File: src/rtl/gate_chip_tester.sv
// Automated tester for 7404/7408/7432 gate chip models: steps through every input
// combination per gate, waits SETTLE cycles, then compares sensed outputs to expected values.
module gate_chip_tester #(
    parameter int SETTLE = 2,
    parameter int ERR_W  = 8
) (
    input  logic             clock,
    input  logic             reset,
    input  logic             start,
    input  logic [1:0]       chip_sel,
    output logic [7:0]       drive,
    input  logic [5:0]       sense,
    output logic             busy,
    output logic             done,
    output logic             pass,
    output logic [5:0]       fail_mask,
    output logic [ERR_W-1:0] err_count
);

    localparam int CW = (SETTLE > 1) ? $clog2(SETTLE) : 1;
    localparam logic [ERR_W+2:0] ERR_MAX = {3'b000, {ERR_W{1'b1}}};

    typedef enum logic [1:0] {
        ST_IDLE,
        ST_SETTLE,
        ST_CHECK,
        ST_DONE
    } state_t;

    state_t           state_reg, state_next;
    logic [1:0]       sel_reg, sel_next;
    logic [1:0]       vec_reg, vec_next;
    logic [CW-1:0]    cnt_reg, cnt_next;
    logic [7:0]       drive_reg, drive_next;
    logic [5:0]       fail_mask_reg, fail_mask_next;
    logic [ERR_W-1:0] err_count_reg, err_count_next;

    logic [5:0]       mism;
    logic [2:0]       popcnt;
    logic [ERR_W+2:0] err_sum;
    logic             last_vec;

    // Gate input pattern for a given chip and vector index.
    function automatic logic [7:0] pattern(input logic [1:0] sel, input logic [1:0] vec);
        logic [7:0] p;
        logic [1:0] q;
        p = '0;
        if (sel == 2'b00) begin
            for (int g = 0; g < 6; g++) begin
                p[g] = vec[0] ^ g[0];
            end
        end else begin
            for (int g = 0; g < 4; g++) begin
                q = vec + 2'(g);
                p[2*g+1] = q[1];
                p[2*g]   = q[0];
            end
        end
        return p;
    endfunction

    // Expected values are derived from the drive value held since SETTLE began.
    genvar gi;
    generate
        for (gi = 0; gi < 6; gi++) begin : g_gate
            if (gi < 4) begin : g_pair
                logic exp_two;
                assign exp_two = (sel_reg == 2'b01) ? (drive_reg[2*gi+1] & drive_reg[2*gi])
                                                    : (drive_reg[2*gi+1] | drive_reg[2*gi]);
                assign mism[gi] = (sel_reg == 2'b00) ? (sense[gi] ~^ drive_reg[gi])
                                                     : (sense[gi] ^ exp_two);
            end else begin : g_inv_only
                assign mism[gi] = (sel_reg == 2'b00) ? (sense[gi] ~^ drive_reg[gi]) : 1'b0;
            end
        end
    endgenerate

    always_comb begin
        popcnt = '0;
        for (int i = 0; i < 6; i++) begin
            popcnt = popcnt + 3'(mism[i]);
        end
    end

    assign err_sum  = {3'b000, err_count_reg} + {{ERR_W{1'b0}}, popcnt};
    assign last_vec = (sel_reg == 2'b00) ? (vec_reg == 2'd1) : (vec_reg == 2'd3);

    always_comb begin
        state_next     = state_reg;
        sel_next       = sel_reg;
        vec_next       = vec_reg;
        cnt_next       = cnt_reg;
        drive_next     = drive_reg;
        fail_mask_next = fail_mask_reg;
        err_count_next = err_count_reg;
        case (state_reg)
            ST_IDLE, ST_DONE: begin
                if (start) begin
                    sel_next       = chip_sel;
                    fail_mask_next = '0;
                    err_count_next = '0;
                    vec_next       = '0;
                    cnt_next       = '0;
                    if (chip_sel != 2'b11) begin
                        drive_next = pattern(chip_sel, 2'd0);
                        state_next = ST_SETTLE;
                    end else begin
                        drive_next = '0;
                        state_next = ST_DONE;
                    end
                end
            end
            ST_SETTLE: begin
                if (cnt_reg == CW'(SETTLE - 1)) begin
                    state_next = ST_CHECK;
                end else begin
                    cnt_next = cnt_reg + 1'b1;
                end
            end
            ST_CHECK: begin
                fail_mask_next = fail_mask_reg | mism;
                err_count_next = (err_sum > ERR_MAX) ? {ERR_W{1'b1}} : err_sum[ERR_W-1:0];
                if (last_vec) begin
                    drive_next = '0;
                    state_next = ST_DONE;
                end else begin
                    vec_next   = vec_reg + 2'd1;
                    cnt_next   = '0;
                    drive_next = pattern(sel_reg, vec_reg + 2'd1);
                    state_next = ST_SETTLE;
                end
            end
            default: state_next = ST_IDLE;
        endcase
    end

    always_ff @(posedge clock) begin
        if (reset) begin
            state_reg     <= ST_IDLE;
            sel_reg       <= '0;
            vec_reg       <= '0;
            cnt_reg       <= '0;
            drive_reg     <= '0;
            fail_mask_reg <= '0;
            err_count_reg <= '0;
        end else begin
            state_reg     <= state_next;
            sel_reg       <= sel_next;
            vec_reg       <= vec_next;
            cnt_reg       <= cnt_next;
            drive_reg     <= drive_next;
            fail_mask_reg <= fail_mask_next;
            err_count_reg <= err_count_next;
        end
    end

    assign drive     = drive_reg;
    assign busy      = (state_reg == ST_SETTLE) || (state_reg == ST_CHECK);
    assign done      = (state_reg == ST_DONE);
    assign pass      = done && (sel_reg != 2'b11) && (err_count_reg == '0);
    assign fail_mask = fail_mask_reg;
    assign err_count = err_count_reg;

endmodule

File: config.mk
export PLATFORM = sky130hd
export DESIGN_NAME = gate_chip_tester
export DESIGN_NICKNAME = d
export VERILOG_FILES = /design/src/rtl/gate_chip_tester.sv
export SDC_FILE = /design/constraint.sdc
export NUM_CORES = 1
export LEC_CHECK = 0
export CORE_MARGIN = 10
export CORE_UTILIZATION = 30
export CTS_CLUSTER_DIAMETER = 30
export DETAILED_ROUTE_END_ITERATION = 10
export HOLD_SLACK_MARGIN = 0.1
export PLACE_DENSITY = 0.52
export SYNTH_ARGS = -nofsm -noshare
export SYNTH_HDL_FRONTEND = slang
export SYNTH_SLANG_ARGS = --single-unit
File: constraint.sdc
create_clock -name clock -period 4.4 [get_ports clock]
set_input_delay 0.66 -clock clock [delete_from_list [all_inputs] [get_ports clock]]
set_output_delay 0.66 -clock clock [all_outputs]
set_load 0.005 [all_outputs]
## Word level (Yosys, flattened, before mapping)

Cells that the tools add are included.

| operators by class | value |
|---|---|
| add/sub/neg operators | 11 |
| order comparisons | 1 |
| eq/ne operators | 11 |
| mux-type cells | 36 |
| bitwise operators | 20 |
| reduce and logical (&&, ||, !) cells | 14 |

Operators by type and width:

| cell | count |
|---|---|
| 2-to-1 mux 8 bit | 5 |
| one-hot mux 8 bit (2 select lines) | 2 |
| 2-to-1 mux 2 bit | 8 |
| 2-to-1 mux 1 bit | 14 |
| 2-to-1 mux 6 bit | 2 |
| one-hot mux 6 bit (2 select lines) | 1 |
| != test 2 bit, second input constant | 5 |
| adder 3 x 1 -> 3 bit | 3 |
| adder 8 x 3 -> 9 bit | 1 |
| greater-than comparator 9 x 8 -> 1 bit, second input constant | 1 |
| logical NOT 8 bit | 1 |
| AND reduction 2 bit | 4 |
| equality test 2 x 1 -> 1 bit, second input constant | 3 |
| equality test 2 bit, second input constant | 3 |
| logical NOT 2 bit | 3 |
| OR 6 bit | 1 |
| one-hot mux 2 bit (3 select lines) | 1 |
| bitwise XNOR 1 bit | 6 |
| adder 2 x 1 -> 2 bit, second input constant | 2 |
| adder 2 bit, second input constant | 2 |
| AND 1 bit | 4 |
| 2-to-1 mux 4 bit | 1 |
| OR 1 bit | 4 |
| one-hot mux 2 bit (2 select lines) | 1 |
| other kinds (11) | 15 |

| word-level totals | value |
|---|---|
| register bits after elaboration | 29 |
| bits of input ports | 11 |
| output and inout port bits | 25 |
| word-level logic and storage cells | 100 |

## Logic depth before layout (Yosys ltp)

Gate-level depths: netlist of run 1.

| depth | value |
|---|---|
| depth after elaboration | 13 |
| gate-level depth with buffers | 14 |
| depth with buffers taken out | 13 |

## Least setup slack after synthesis of run 1

Ideal clock, no wire load.

| timing path | value |
|---|---|
| path kind | reg2reg |
| from | register sel_reg[0] |
| to | register err_count_reg[7], in the netlist err_count[7] |
| library setup time | 122 ps |
| arrival time | 3516 ps |
| required time | 4278 ps |
| setup slack | 763 ps |
| cell stages (with the launch flop) | 14 |
| path buffers | 1 |
| period minus slack after synthesis | 3637 ps |
| path through | dfxtp_1 -> buf_4 -> nor2_2 -> inv_2 -> o221ai_1 -> xnor2_1 -> fa_1 -> fa_1 -> fa_1 -> inv_1 -> fa_1 -> a21o_1 -> and3_1 -> o311a_1 |

| on the way | value |
|---|---|
| word-level cells in the longest chain between the ends | 13 |
| elaborated cells on any way between the ends | 25 |
| those cells by class | add/sub (6); order compare (1); eq/ne (1); mux (12); bitwise (4); reduce/logical (1) |

RTL lines:

| item | line | text |
|---|---|---|
| from (decl) | 31 | `logic [1:0] sel_reg, sel_next;` |
| from (signal assigned) | 148 | `sel_reg <= sel_next;` |
| equality test 2 x 1 -> 1 bit | 68 | `assign exp_two = (sel_reg == 2'b01) ? (drive_reg[2*gi+1] & drive_reg[2*gi])` |
| 2-to-1 mux 1 bit | 68 |  |
| bitwise XOR 1 bit | 71 | `: (sense[gi] ^ exp_two);` |
| 2-to-1 mux 1 bit | 70 | `assign mism[gi] = (sel_reg == 2'b00) ? (sense[gi] ~^ drive_reg[gi])` |
| adder 1 x 1 -> 2 bit | 81 | `popcnt = popcnt + 3'(mism[i]);` |
| adder 2 x 1 -> 3 bit | 81 |  |
| adder 3 x 1 -> 3 bit (2 in series) | 81 |  |
| adder 3 x 1 -> 3 bit (*) | 81 |  |
| adder 8 x 3 -> 9 bit (*) | 85 | `assign err_sum = {3'b000, err_count_reg} + {{ERR_W{1'b0}}, popcnt};` |
| greater-than comparator 9 x 8 -> 1 bit | 122 | `err_count_next = (err_sum > ERR_MAX) ? {ERR_W{1'b1}} : err_sum[ERR_W-1:0];` |
| 2-to-1 mux 8 bit (*) | 122 |  |
| one-hot mux 8 bit (2 select lines) (*) | 96 | `case (state_reg)` |
| to (signal assigned) | 153 | `err_count_reg <= err_count_next;` |
| to (decl) | 36 | `logic [ERR_W-1:0] err_count_reg, err_count_next;` |

Mark *: on every way between the ends. The rest lies on a longest branch, timed or not.
A chain may end at the register's enable or synchronous reset.

## Worst setup path in the final report of run 1

Same ends and word-level chain as after synthesis.

==> summary.md, run 1 <==
| Metric | Value |
|---|---|
| Outcome | `completed` |
| All-Layer GR Usage | `0.109` |
| Layout Cells excl Fill | `326` |
| Largest net degree at the start of global routing | `24` |
| Worst endpoint required time | `4.58 ns` |
| Cts hold-fix bufs | `0` |
| GPL Wtd Cong | `0.834` |
| Synth cell types | `46` |
| Layout area overhead | `27.0%` |
| Max transition margin | `0.428` |
| Die extent in x | `97.6 um` |
| M1 wire length | `2540 um` |
| Peak supply drop | `264 uV` |
| Cell area after synthesis | `1800 um2` |
| CTS Sinks | `28` |
| DR WL met2 | `2350 um` |
| Fmax | `0.254 GHz` |
| HP Start | `fail_mask[2]` |
| Core Util, Final | `0.389` |
| WL per Instance | `16.1 um` |
| Number of buffers created by CTS | `3` |
| Most frequent cells in the layout | `clkdlybuf4s50_1 (35), nand2_1 (30), dfxtp_1 (28)` |
| Clock Tree Buf Depth | `2` |
| Max FFs per register | `8` |
| WP data arrival | `4.12 ns` |
| YS warnings | `0` |
| DR WL met3 | `232 um` |
| Die height | `97.6 um` |
| Slew at the pin closest to its max-slew limit | `0.856 ns` |
| Initial Util | `0.307` |
| Setup TNS | `0 ns` |
| Synth Flop Type | `dfxtp_1` |
| RSZ-0062 raised after global routing | `false` |
| Ys async rst share | `0` |
| Syn_area_per_cell | `8.16 um2` |
| Placed cells | `322` |
| Critical path capture point type | `register` |
| Vias per inst | `5.18` |
| Crit start category | `register` |
| Grt ovf | `0` |
| Core Area | `5890 um2` |
| Most common cell after layout, fill and taps aside | `clkdlybuf4s50_1` |
| Critical R2R Launch | `sel_reg[0]` |
| Ant. Diodes | `0` |
| DIE AREA | `9520 um2` |
| Lkg Pwr | `0.000862 uW` |
| # DRC | `0` |
| Clock slew at reported path FFs | `0.11 ns` |
| Hpwl dp | `4040 um` |
| Synthesized net count | `246` |
| Clk_skew | `0.0138 ns` |
| Post-synth EDFFs | `0` |
| Routed wire length | `5250 um` |
| Pre-Repair DR Iteration Count | `4` |
| Number of global-route vias before repair | `1,744` |
| Fin nets | `277` |
| # resized after CTS | `0` |
| Skew-Pair Late Insertion Delay | `0.30 ns` |
| Max Cap Viol | `0` |
| Final setup viols | `0` |
| TritonCTS clock tree | `done` |
| Top fanout value on the critical path | `9` |
| IO buf count | `35` |
| Postcts setup bufs | `0` |
| H-tree levels | `1` |
| Fillcell total | `632` |
| Antenna violations before repair | `0` |
| Period utilization | `0.895` |
| PD cells | `632 nW/um2` |
| First-pass GRT wire length | `8830 um` |
| FP Rows | `28` |
| Worst Setup SP | `sel_reg[0]` |
| Critical path class | `register to register` |
| Ports | `36` |
| Synth Instances | `221` |
| Clk root buf | `clkbuf_8` |
| Final hold vios | `0` |
| Hold slack | `0.444 ns` |
| Top routing layer used | `met4` |
| Via count | `1,688` |
| Seq/Total Area, Yosys | `0.311` |
| Detail Route Antenna Nets | `0` |
| Synth Register Bits | `28` |
| Share of cells above drive strength 1 | `0.0677` |
| Initial DRC count | `193` |
| Max-slew violation count | `0` |
| Fin crit period | `3.94 ns` |
| Hold crit path type | `register to register` |
==> synthesized netlist by cell type (5+ instances only) <==
library cell	number	area, um2
o21ai_0	5	25.0
o21ai_1	5	25.0
a21oi_1	18	90.1
buf_2	5	25.0
inv_1	15	56.3
dfxtp_1	28	561
nor3_1	6	30.0
nor2_1	7	26.3
nand3_1	6	30.0
ha_1	10	125
mux2i_1	5	50.1
a31oi_1	9	56.3
nor4_1	6	37.5
xnor2_1	6	52.6
nand2_1	30	113
clkbuf_1	5	18.8
==> per-stage QoR <==
step | setup WS (ns) | total power, uW | area, um2
floorplan | 0.763 | 948 | 1800
global placement | 0.498 | 1250 | 2220
detailed placement | 0.473 | 1250 | 2220
CTS | 0.452 | 1470 | 2290
global route | 0.189 | 1590 | 2290
finish | 0.463 | 1450 | 2290
==> final cells by class <==
class                      count  area (um2)  area share
clock buffer                   3        41.3      0.0180
clock inverter                 1        30.0      0.0131
inverter                      17        63.8      0.0279
multi-input combinational    163        1120       0.489
sequential                    28         561       0.245
tap                           75        93.8      0.0410
timing repair buffer          39         380       0.166
==> final timing paths <==
| check | end | slack (ns) | cells past startpoint |
|---|---|---|---|
| setup / recovery | err_count[7] | 0.46 | 12 |
| hold / removal | fail_mask[2] | 0.44 | 2 |
| setup reg to reg | err_count[7] | 0.46 | 12 |
| hold reg to reg | fail_mask[2] | 0.44 | 2 |
==> metal layers <==
| layer | GRT usage | vias to the layer above |
|---|---|---|
| met3 | 0.0228 | 11 |
| li1 | - | 857 |
| met4 | 0.0526 | 0 |
| met2 | 0.169 | 40 |
| met1 | 0.140 | 780 |
| met5 | 0 | - |
==> logic make-up (layout without fill, tap and decap cells) <==
kind of cell             count (synthesis)  after routing  synth area share
adder cells (fa/ha/maj)                 14             14             0.114
AND/OR/NAND/NOR                         76             76             0.218
buffers and inverters                   30             60            0.0700
flip-flops                              28             28             0.311
XOR/XNOR                                 7              7            0.0340
multiplexers                             5              5            0.0277
AO/OA/AOI/OAI                           61             61             0.225
==> report_power, final <==
group | internal [uW] | switching (uW)
logic | 386 | 465
registers | 317 | 64.6
clock network | 122 | 93.7
total | 825 | 623
==> worst max-delay path, cell delays in order, from the launching register on <==
cell and delay [ns]:
dfxtp_1 0.42, nor2_2 0.27, inv_2 0.13, o221ai_1 0.33, xnor2_1 0.20, fa_1 0.48, fa_1 0.54, fa_1 0.19
inv_1 0.05, fa_1 0.39, a21o_1 0.22, and3_1 0.25, o311a_1 0.36
Note: power is estimated with default switching activity, not from simulation.
==> run 2: changes to the inputs <==
--- a/config.mk
+++ b/config.mk
@@ -7,6 +7,7 @@
 export LEC_CHECK = 0
 export CORE_MARGIN = 10
 export CORE_UTILIZATION = 30
+export CTS_BUF_LIST = sky130_fd_sc_hd__clkbuf_8 sky130_fd_sc_hd__clkbuf_16
 export CTS_CLUSTER_DIAMETER = 30
 export DETAILED_ROUTE_END_ITERATION = 10
 export HOLD_SLACK_MARGIN = 0.1
==> results of run 2 <==
No change in the layout: final DEF, timing and power equal those of run 1.
==> RTL change, RTL diff (flow settings as in run 1) <==
Change the parameter `ERR_W` from 8 to 6.
--- a/src/rtl/gate_chip_tester.sv
+++ b/src/rtl/gate_chip_tester.sv
@@ -3,5 +3,5 @@
 module gate_chip_tester #(
     parameter int SETTLE = 2,
-    parameter int ERR_W  = 8
+    parameter int ERR_W  = 6
 ) (
     input  logic             clock,
Ports: changed (resized err_count); port bits go from 36 to 34. The function was not compared with the original's and may differ.
==> RTL change against run 1 <==
Power decreased by 5.7%; utilization shrank 0.17 points; setup slack better by 160 ps; count of clock-buffer cells in the layout is 1 higher; cell count decreased by 5.8%; sequential cell count shrank 2; wire length shrank 13%; final area fell by 6.3%; area after synthesis shrank 5.1%; combinational power decreased by 2%.
==> RTL change: results (changes against run 1) <==
** Critical path
- Reg-to-reg startpoint :: sel_reg[1]$_SDFFE_PP0P_
- The arrival time at the worst endpoint is 3980 ps (-140 ps).
- Reg-to-reg slack, setup :: 620 ps (+160 ps)

** Yosys
- Number of distinct library cell variants in the gate-level netlist after synthesis :: 52 (+13%)
- The mean area per synthesized cell was 8.275 um^2 (+1.4%).
- Mux share of post-synthesis cell area :: 0.02995 (+0.002210)
- Most instantiated cells after synthesis :: 26 x sky130_fd_sc_hd__dfxtp_1, 22 x sky130_fd_sc_hd__nand2_1, 12 x sky130_fd_sc_hd__inv_1, 12 x sky130_fd_sc_hd__nor2_1, 10 x sky130_fd_sc_hd__ha_1
- Main area contributors after synthesis :: sky130_fd_sc_hd__dfxtp_1 30%, sky130_fd_sc_hd__ha_1 7.3%, sky130_fd_sc_hd__nand2_1 4.8%
- Portion of the post-synthesis area used by sequential elements :: 0.3039 (-0.006808)
- The parity-gate share of the synthesized area counting xor and xnor cells is 0.03579 (+0.001812).

** Place
- Detailed placer's ending HPWL :: 3564 um (-12%)
- The final weighted congestion in routability-driven placement came to 0.8386 (+0.60%).
- Number of cells in the design after placement :: 303 (-5.9%)

** Outcome
- Outcome :: finished, final reports clean

** Drt
- The initial detailed-routing violation count was 128 (-34%).
- Detailed route wirelength on metal2 :: 2084 um (-11%)
- Via count normalized by instance count :: 5.023 (-3.0%)

** Global route
- Number of global-route vias before repair :: 1527 (-12%)
- The met2 global-route usage was 0.1682 (-0.0004539).
- Met3 routing resource usage after global routing :: 0.02671 (+0.003949)
- Maximum number of pins on one net before global-route repair :: 20 (-17%)
- The met1 usage in global routing was 0.1408 (+0.0003725).

** Clock tree
- CTS sink count :: 26 (-7.1%)
- The insertion delay to the later sink of the worst-skew pair is 280 ps (-20 ps).

** Power
- Part of the total power dissipated in combinational logic :: 0.613 (+0.025)
- Internal power :: 765.3 uW (-7.3%)
- Peak VDD IR :: 0.2963 mV (+12%)

** Finish
- Layout Cells excl Fill :: 307 (-5.8%)

** Hold path
- Source of the worst hold timing path :: fail_mask[0]$_SDFFE_PP0P_
[RTL change: cell count changes in the layout (fill, tap and decap cells not counted), moves of 3 or more]
cell                       delta
sky130_fd_sc_hd__nor2_1       +5
sky130_fd_sc_hd__nand2_1      -8
sky130_fd_sc_hd__inv_1        -3
sky130_fd_sc_hd__a31oi_1      -4
sky130_fd_sc_hd__a21o_1       +3
sky130_fd_sc_hd__o211ai_1     +3
sky130_fd_sc_hd__a21oi_1      -9
sky130_fd_sc_hd__o221ai_1     -3
[RTL change: worst max-delay path: stages (launching register included)]
cell and delay (ps):
sky130_fd_sc_hd__dfxtp_1 370, sky130_fd_sc_hd__nor2_4 220, sky130_fd_sc_hd__inv_2 110, sky130_fd_sc_hd__o211ai_1 340
sky130_fd_sc_hd__xnor2_1 190, sky130_fd_sc_hd__fa_1 470, sky130_fd_sc_hd__fa_1 500, sky130_fd_sc_hd__fa_1 410
sky130_fd_sc_hd__fa_1 410, sky130_fd_sc_hd__nor2b_1 170, sky130_fd_sc_hd__o21bai_1 150, sky130_fd_sc_hd__o21a_1 140
sky130_fd_sc_hd__o32ai_1 200
[RTL change: layout make-up]
type / count / area (um^2)
clock buffers: 4 / 55.05
fillers: 591 / 3393
inverters: 16 / 60.06
multi-input cells: 153 / 1069
flip-flops and latches: 26 / 520.5
well taps: 72 / 90.09
repair buffers: 36 / 352.8
[RTL change: stage by stage]
| stage | instance area (um^2) | setup WS [ps] | total power [mW] |
|---|---|---|---|
| 2_1_floorplan | 1713 | 899.9 | 0.9379 |
| 3_3_place_gp | 2092 | 538.5 | 1.222 |
| 3_5_place_dp | 2092 | 500.6 | 1.221 |
| 4_1_cts | 2147 | 617.5 | 1.386 |
| 5_1_grt | 2147 | 307.6 | 1.511 |
| 6_report | 2147 | 619.6 | 1.366 |
